`src/rtl/uart_pkg.sv`:
```
// Shared UART definitions.
//   rx_state_t       : receive deframer states
//   DATA_BITS        : data bits per character (8N1)
//   STOP_BITS        : stop bits per character
//   calc_bit_time()  : core clock cycles per serial bit
package uart_pkg;

  typedef enum logic [1:0] {
    IDLE  = 2'd0,
    START = 2'd1,
    DATA  = 2'd2,
    STOP  = 2'd3
  } rx_state_t;

  localparam int DATA_BITS = 8;
  localparam int STOP_BITS = 1;

  // Integer division; any fractional part becomes a small per-bit drift
  // that the mid-bit sampling point absorbs over a 10-bit frame.
  function automatic int calc_bit_time(input int clock_freq, input int baud_rate);
    return clock_freq / baud_rate;
  endfunction

endpackage

```
`src/rtl/sync_fifo.sv`:
```
// Synchronous show-ahead FIFO with registered storage.
//   clk, rst : clock, asynchronous active-high reset
//   push/din : write request and data; ignored when full unless pop also fires
//   full     : occupancy equals DEPTH
//   pop      : read request; ignored when empty
//   dout     : entry at the head, combinational from registers
//   empty    : occupancy is zero
//   count    : current occupancy
// DEPTH must be a power of two so the pointers wrap naturally.
module sync_fifo #(
  parameter int WIDTH = 8,
  parameter int DEPTH = 8
) (
  input  logic                       clk,
  input  logic                       rst,
  input  logic                       push,
  input  logic [WIDTH-1:0]           din,
  output logic                       full,
  input  logic                       pop,
  output logic [WIDTH-1:0]           dout,
  output logic                       empty,
  output logic [$clog2(DEPTH+1)-1:0] count
);

  localparam int AW = (DEPTH > 1) ? $clog2(DEPTH) : 1;
  localparam int CW = $clog2(DEPTH + 1);

  logic [WIDTH-1:0] mem [DEPTH];
  logic [AW-1:0]    rd_ptr;
  logic [AW-1:0]    wr_ptr;
  logic [CW-1:0]    cnt;
  logic             do_push;
  logic             do_pop;

  assign full  = (cnt == CW'(DEPTH));
  assign empty = (cnt == '0);
  assign count = cnt;
  assign dout  = mem[rd_ptr];

  // A pop in the same cycle frees the slot the push needs, so a full FIFO
  // still accepts a write when it is also being read.
  assign do_pop  = pop & ~empty;
  assign do_push = push & (~full | do_pop);

  always_ff @(posedge clk or posedge rst) begin
    if (rst) begin
      rd_ptr <= '0;
      wr_ptr <= '0;
      cnt    <= '0;
      for (int i = 0; i < DEPTH; i++) mem[i] <= '0;
    end else begin
      if (do_push) begin
        mem[wr_ptr] <= din;
        wr_ptr      <= wr_ptr + AW'(1);
      end
      if (do_pop) rd_ptr <= rd_ptr + AW'(1);
      case ({do_push, do_pop})
        2'b10:   cnt <= cnt + CW'(1);
        2'b01:   cnt <= cnt - CW'(1);
        default: cnt <= cnt;
      endcase
    end
  end

endmodule

```
`src/rtl/uart_rx_fifo.sv`:
```
// 8N1 serial receiver feeding a show-ahead byte FIFO.
//   clk, rst        : core clock, asynchronous active-high reset
//   serial_in       : raw RX pin, idle high
//   data_out        : byte at FIFO head, meaningful while data_out_valid
//   data_out_valid  : FIFO non-empty
//   data_out_ready  : consumer pops the head on valid & ready
//   fifo_count      : FIFO occupancy
//   overrun         : sticky, good byte dropped on a full FIFO
//   frame_err       : sticky, stop bit sampled low
//   err_clear       : clears both sticky flags
module uart_rx_fifo
  import uart_pkg::*;
#(
  parameter int CLOCK_FREQ = 50_000_000,
  parameter int BAUD_RATE  = 115200,
  parameter int FIFO_DEPTH = 8
) (
  input  logic                            clk,
  input  logic                            rst,
  input  logic                            serial_in,
  output logic [7:0]                      data_out,
  output logic                            data_out_valid,
  input  logic                            data_out_ready,
  output logic [$clog2(FIFO_DEPTH+1)-1:0] fifo_count,
  output logic                            overrun,
  output logic                            frame_err,
  input  logic                            err_clear
);

  localparam int BIT_TIME  = calc_bit_time(CLOCK_FREQ, BAUD_RATE);
  localparam int HALF_TIME = BIT_TIME / 2;
  localparam int CNT_W     = (BIT_TIME > 1) ? $clog2(BIT_TIME) : 1;
  localparam int IDX_W     = $clog2(DATA_BITS);
  // The counter runs 0..N-1, so the Nth cycle in a state is the match cycle.
  localparam logic [CNT_W-1:0] BIT_LAST  = CNT_W'(BIT_TIME - 1);
  localparam logic [CNT_W-1:0] HALF_LAST = CNT_W'((HALF_TIME > 0) ? HALF_TIME - 1 : 0);

  logic [1:0]           sync;
  logic                 rx_s;
  rx_state_t            state;
  logic [CNT_W-1:0]     cnt;
  logic [IDX_W-1:0]     bit_idx;
  logic [DATA_BITS-1:0] shift;

  logic stop_sample;
  logic push;
  logic bad_stop;
  logic pop;
  logic full;
  logic empty;
  logic drop;

  // Preset to idle-high so leaving reset never looks like a start edge.
  always_ff @(posedge clk or posedge rst) begin
    if (rst) sync <= 2'b11;
    else     sync <= {sync[0], serial_in};
  end
  assign rx_s = sync[1];

  always_ff @(posedge clk or posedge rst) begin
    if (rst) begin
      state   <= IDLE;
      cnt     <= '0;
      bit_idx <= '0;
      shift   <= '0;
    end else begin
      case (state)
        IDLE: begin
          if (!rx_s) begin
            cnt   <= '0;
            state <= START;
          end
        end
        START: begin
          // Re-check the line at mid start bit to reject short glitches.
          if (cnt == HALF_LAST) begin
            cnt <= '0;
            if (rx_s) begin
              state <= IDLE;
            end else begin
              bit_idx <= '0;
              state   <= DATA;
            end
          end else begin
            cnt <= cnt + CNT_W'(1);
          end
        end
        DATA: begin
          if (cnt == BIT_LAST) begin
            cnt     <= '0;
            shift   <= {rx_s, shift[DATA_BITS-1:1]};
            bit_idx <= bit_idx + IDX_W'(1);
            if (bit_idx == IDX_W'(DATA_BITS - 1)) state <= STOP;
          end else begin
            cnt <= cnt + CNT_W'(1);
          end
        end
        STOP: begin
          // Leave at mid stop bit so a back-to-back start edge is not missed.
          if (cnt == BIT_LAST) begin
            cnt   <= '0;
            state <= IDLE;
          end else begin
            cnt <= cnt + CNT_W'(1);
          end
        end
        default: state <= IDLE;
      endcase
    end
  end

  assign stop_sample = (state == STOP) && (cnt == BIT_LAST);
  assign push        = stop_sample & rx_s;
  assign bad_stop    = stop_sample & ~rx_s;

  assign pop  = data_out_valid & data_out_ready;
  assign drop = push & full & ~pop;

  sync_fifo #(
    .WIDTH (8),
    .DEPTH (FIFO_DEPTH)
  ) u_fifo (
    .clk   (clk),
    .rst   (rst),
    .push  (push),
    .din   (shift),
    .full  (full),
    .pop   (pop),
    .dout  (data_out),
    .empty (empty),
    .count (fifo_count)
  );

  assign data_out_valid = ~empty;

  // A new error in the clearing cycle takes priority over the clear.
  always_ff @(posedge clk or posedge rst) begin
    if (rst) begin
      overrun   <= 1'b0;
      frame_err <= 1'b0;
    end else begin
      overrun   <= drop     | (overrun   & ~err_clear);
      frame_err <= bad_stop | (frame_err & ~err_clear);
    end
  end

endmodule
```
`config.mk`:
```
export PLATFORM = sky130hd
export DESIGN_NAME = uart_rx_fifo
export DESIGN_NICKNAME = d
export VERILOG_FILES = /design/src/rtl/uart_pkg.sv /design/src/rtl/sync_fifo.sv /design/src/rtl/uart_rx_fifo.sv
export SDC_FILE = /design/constraint.sdc
export NUM_CORES = 1
export LEC_CHECK = 0
export BUFFER_PORTS_ARGS = -buffer_cell sky130_fd_sc_hd__buf_2
export CAP_MARGIN = 5
export CELL_PAD_IN_SITES_DETAIL_PLACEMENT = 0
export CELL_PAD_IN_SITES_GLOBAL_PLACEMENT = 2
export CORE_ASPECT_RATIO = 0.5
export CORE_MARGIN = 2
export CORE_UTILIZATION = 27
export DETAILED_ROUTE_END_ITERATION = 8
export PLACE_DENSITY_LB_ADDON = 0.1
export SYNTH_ARGS = -nofsm -noshare
export SYNTH_HDL_FRONTEND = slang
export SYNTH_HIERARCHICAL = 1
export SYNTH_SLANG_ARGS = --single-unit
```
`constraint.sdc`:
```
create_clock -name clk -period 3.2 [get_ports clk]
set_input_delay 0.64 -clock clk [delete_from_list [all_inputs] [get_ports clk]]
set_output_delay 0.64 -clock clk [all_outputs]
set_load 0.02 [all_outputs]
```
==> flow_metrics.env <==
export IMPL_antennaDiodeCount=0
export IMPL_synth_area_um2=4959
export IMPL_route_vias_total=2971
export IMPL_maxCapViolations=0
export IMPL_synthDominantCellAreaShare=0.4946
export IMPL_dieArea_um2=19530
export IMPL_clockBufferDepth=2
export IMPL_crit_fanout=8
export IMPL_synthFlopType="dfrtp_1"
export IMPL_nFillCells=1712
export IMPL_initial_core_util=0.2809
export IMPL_drc=0
export IMPL_cts_sinks=100
export IMPL_critPathCaptureType="flip-flop"
export IMPL_regToRegStartpoint="cnt[1]"
export IMPL_synth_cells=355
export IMPL_numCtsBuffers=9
export IMPL_post_route_util=0.3236
export IMPL_post_drt_via_cell_ratio=4.746
export IMPL_ys_types=54
export IMPL_firstDrtPassIters=4
export IMPL_path_cells="inv_1, ha_1, nand4bb_2, or2_1, nor2_2, and2_1, o21ai_2, ha_2, buf_4, ha_1, a21oi_1, mux2_2, o211ai_1"
export IMPL_internal_power_w=0.002173
export IMPL_r2r_cells=13
export IMPL_fin_crit_sh=0.9246
export IMPL_synth_nets=371
export IMPL_die_w_um=195.7
export IMPL_setup_viol=0
export IMPL_status="finished clean"
export IMPL_synthTopCellsByArea="dfrtp_1, mux2_2, mux4_2, ha_1, nand2_1"
export IMPL_cts_root_buf="clkbuf_16"
export IMPL_worstMarginPinSlew_ns=1.070
export IMPL_ys_ff_latch=100
export IMPL_slew_viol_final=0
export IMPL_layout_nets=403
export IMPL_antenna_found_initial=0
export IMPL_synth_yosys_warnings=6
export IMPL_min_period_ns=2.959
export IMPL_cts_reportedPaths_clkPinSlew_ns=0.08
export IMPL_worstHoldPathType="in -> async"
export IMPL_ios=20
export IMPL_post_cts_buffers=0
export IMPL_async_flop_share=1.000
export IMPL_clock_fmax_mhz=338.0
export IMPL_max_stage_delay_ns=0.42
export IMPL_syn_avg_cell_area_um2=13.97
export IMPL_htree_levels=3
export IMPL_grt_setup_unrepaired="false"
export IMPL_power_frac_seq=0.442
export IMPL_synth_top_area_cell="dfrtp_1"
export IMPL_die_h_um=99.83
export IMPL_postRouteAntennaNets=0
export IMPL_r2r_slack_ns=0.24
export IMPL_portBuffers=19
export IMPL_relSlewSlack=0.2857
export IMPL_fin_skew_ns=0.01484
export IMPL_synth_seq_area_share=0.5052
export IMPL_cts_hold_buf=0
export IMPL_reg2reg_to="u_fifo/count[3]"
export IMPL_powerDensity_nw_per_um2=558.1
export IMPL_grt_max_degree=32
export IMPL_ctsResizeCount=0
export IMPL_hpwl_mm=7.503
export IMPL_coreArea_um2=17650
export IMPL_path_common_cell="ha_1"
export IMPL_setup_tns_final_ns=0
export IMPL_synth_most_common_cell="dfrtp_1"
export IMPL_power_share_switching=0.3187
export IMPL_hold_viol_final=0
export IMPL_syn_to_final_growth_pct=15.22
export IMPL_power_switching_w=0.001016
export IMPL_cp_slowest_cell="dfrtp_1"
export IMPL_layout_drive_gt1_share=0.4362
export IMPL_synth_edff_count=0
export IMPL_p_clk_frac=0.346
export IMPL_worstPathArrival_ns=3.22
export IMPL_clock_latency_ns=0.35
export IMPL_cp_start_kind="flip-flop"
export IMPL_critPathKind="reg -> reg"
export IMPL_grt_pass1_vias=3247
export IMPL_peakVddDrop_uv=258.5
export IMPL_drt_initial_drc_count=51
export IMPL_multiInputGateArea_um2=2352
export IMPL_grt_pass1_wl_mm=18.49
export IMPL_grt_usage=0.1268
export IMPL_wl_per_cell_um=18.03
export IMPL_seq_area_um2=2505
export IMPL_synth_commonest_cells="dfrtp_1, mux2_2, nand2_1, mux4_2, inv_1"
export IMPL_power_frac_comb=0.211
export IMPL_leakagePower_nw=2.653
export IMPL_wl_mm=11.29
export IMPL_grt_overflow=0
export IMPL_core_rowCount=34
export IMPL_worstPathRequired_ns=3.46
export IMPL_place_congestion=0.7301
export IMPL_cts_tree="built"
cell type report:
type,instances,share of cell area
repair buffers,34,0.03636
clock inverters,6,0.01051
flip-flops and latches,100,0.4385
well taps,234,0.05125
multi-input cells,227,0.4117
clock buffers,10,0.04183
inverters,15,0.009855
flip-flops by register name (all words and copies together), names as in the netlist, named ones only:
register and count:
shift 8, state 1, sync 2, u_fifo/rd_ptr 3
cnt 9, frame_err 1, u_fifo/count 4, u_fifo/wr_ptr 3
u_fifo/mem 64, bit_idx 3, overrun 1
routing by layer:
layer | up-vias | track usage | routed length (um)
li1 | 1380 | - | -
met1 | 1561 | 0.1665 | 5621
met2 | 21 | 0.2140 | 5310
met3 | 9 | 0.03259 | 260
met4 | 0 | 0.02739 | 95
met5 | - | 0 | 0
cells by family (layout without fill, tap and decap cells):
family	count (synthesis)	count (layout)	share of synthesized area
buffers and inverters	28	65	0.02448
and+or+nand+nor	65	65	0.07999
adders and majority gates	11	11	0.02927
DFF	100	100	0.5052
muxes	101	101	0.2650
AOI/OAI and AO/OA	40	40	0.07848
xor gates and xnor gates	10	10	0.01766
how the worst max path moves through the flow:
stage,from,to,slack [ns],cells after the start
after floorplan,cnt[1],u_fifo/count[3],0.03,13
after global placement,cnt[1],u_fifo/count[3],0.22,12
after detailed placement,cnt[1],u_fifo/count[3],0.07,12
after CTS,cnt[1],u_fifo/count[3],0.04,12
after global routing,cnt[1],u_fifo/count[3],0.01,12
final,cnt[1],u_fifo/count[3],0.24,13
stage by stage:
stage / instances / setup WS, ns / instance area, um2 / hold slack [ns] / power [W]
4_1_cts: 626 / 0.04327 / 5695 / 0.2871 / 0.003231
6_report: 626 / 0.2412 / 5713 / 0.2856 / 0.003189
3_5_place_dp: 610 / 0.07419 / 5396 / 0.3494 / 0.002102
3_3_place_gp: 610 / 0.2246 / 5396 / 0.3478 / 0.002094
2_1_floorplan: 355 / 0.03245 / 4959 / 0.3452 / 0.001897
5_1_grt: 626 / 0.01219 / 5713 / 0.3118 / 0.003359
cells in the final DEF (no fill, tap or decap), drive strengths merged, types with 2 or more instances in the layout:
master and instances:
dfrtp 98, mux2 82, buf 34, nand2 23, inv 20, mux4 16
clkbuf 10, ha 10, o21ai 9, xnor2 8, nor2 7, nor2b 7
a21oi 5, o22ai 5, nor3 5, o211ai 5, o21a 4, nor3b 4
o2111ai 4, nand3 3, mux2i 3, xor2 2, nand4 2, dfstp 2
nor4 2, or4b 2
worst max-delay path: cells and delay by family (launching register included):
kind | cells | cell delay (ns)
adders and majority gates | 3 | 0.66
and+or+nand+nor | 4 | 0.69
DFF | 1 | 0.42
buffers and inverters | 2 | 0.26
muxes | 1 | 0.35
AOI/OAI and AO/OA | 3 | 0.46
power groups by stage:
stage / registers, W / clock network [W] / logic, W
CTS: 0.00141 / 0.00115 / 0.000668
global placement: 0.00143 / 0 / 0.000662
finish: 0.00141 / 0.00110 / 0.000674
detailed placement: 0.00143 / 0 / 0.000667
global route: 0.00142 / 0.00120 / 0.000743
floorplan: 0.00141 / 0 / 0.000484
Power figures use the tool's default switching activity.
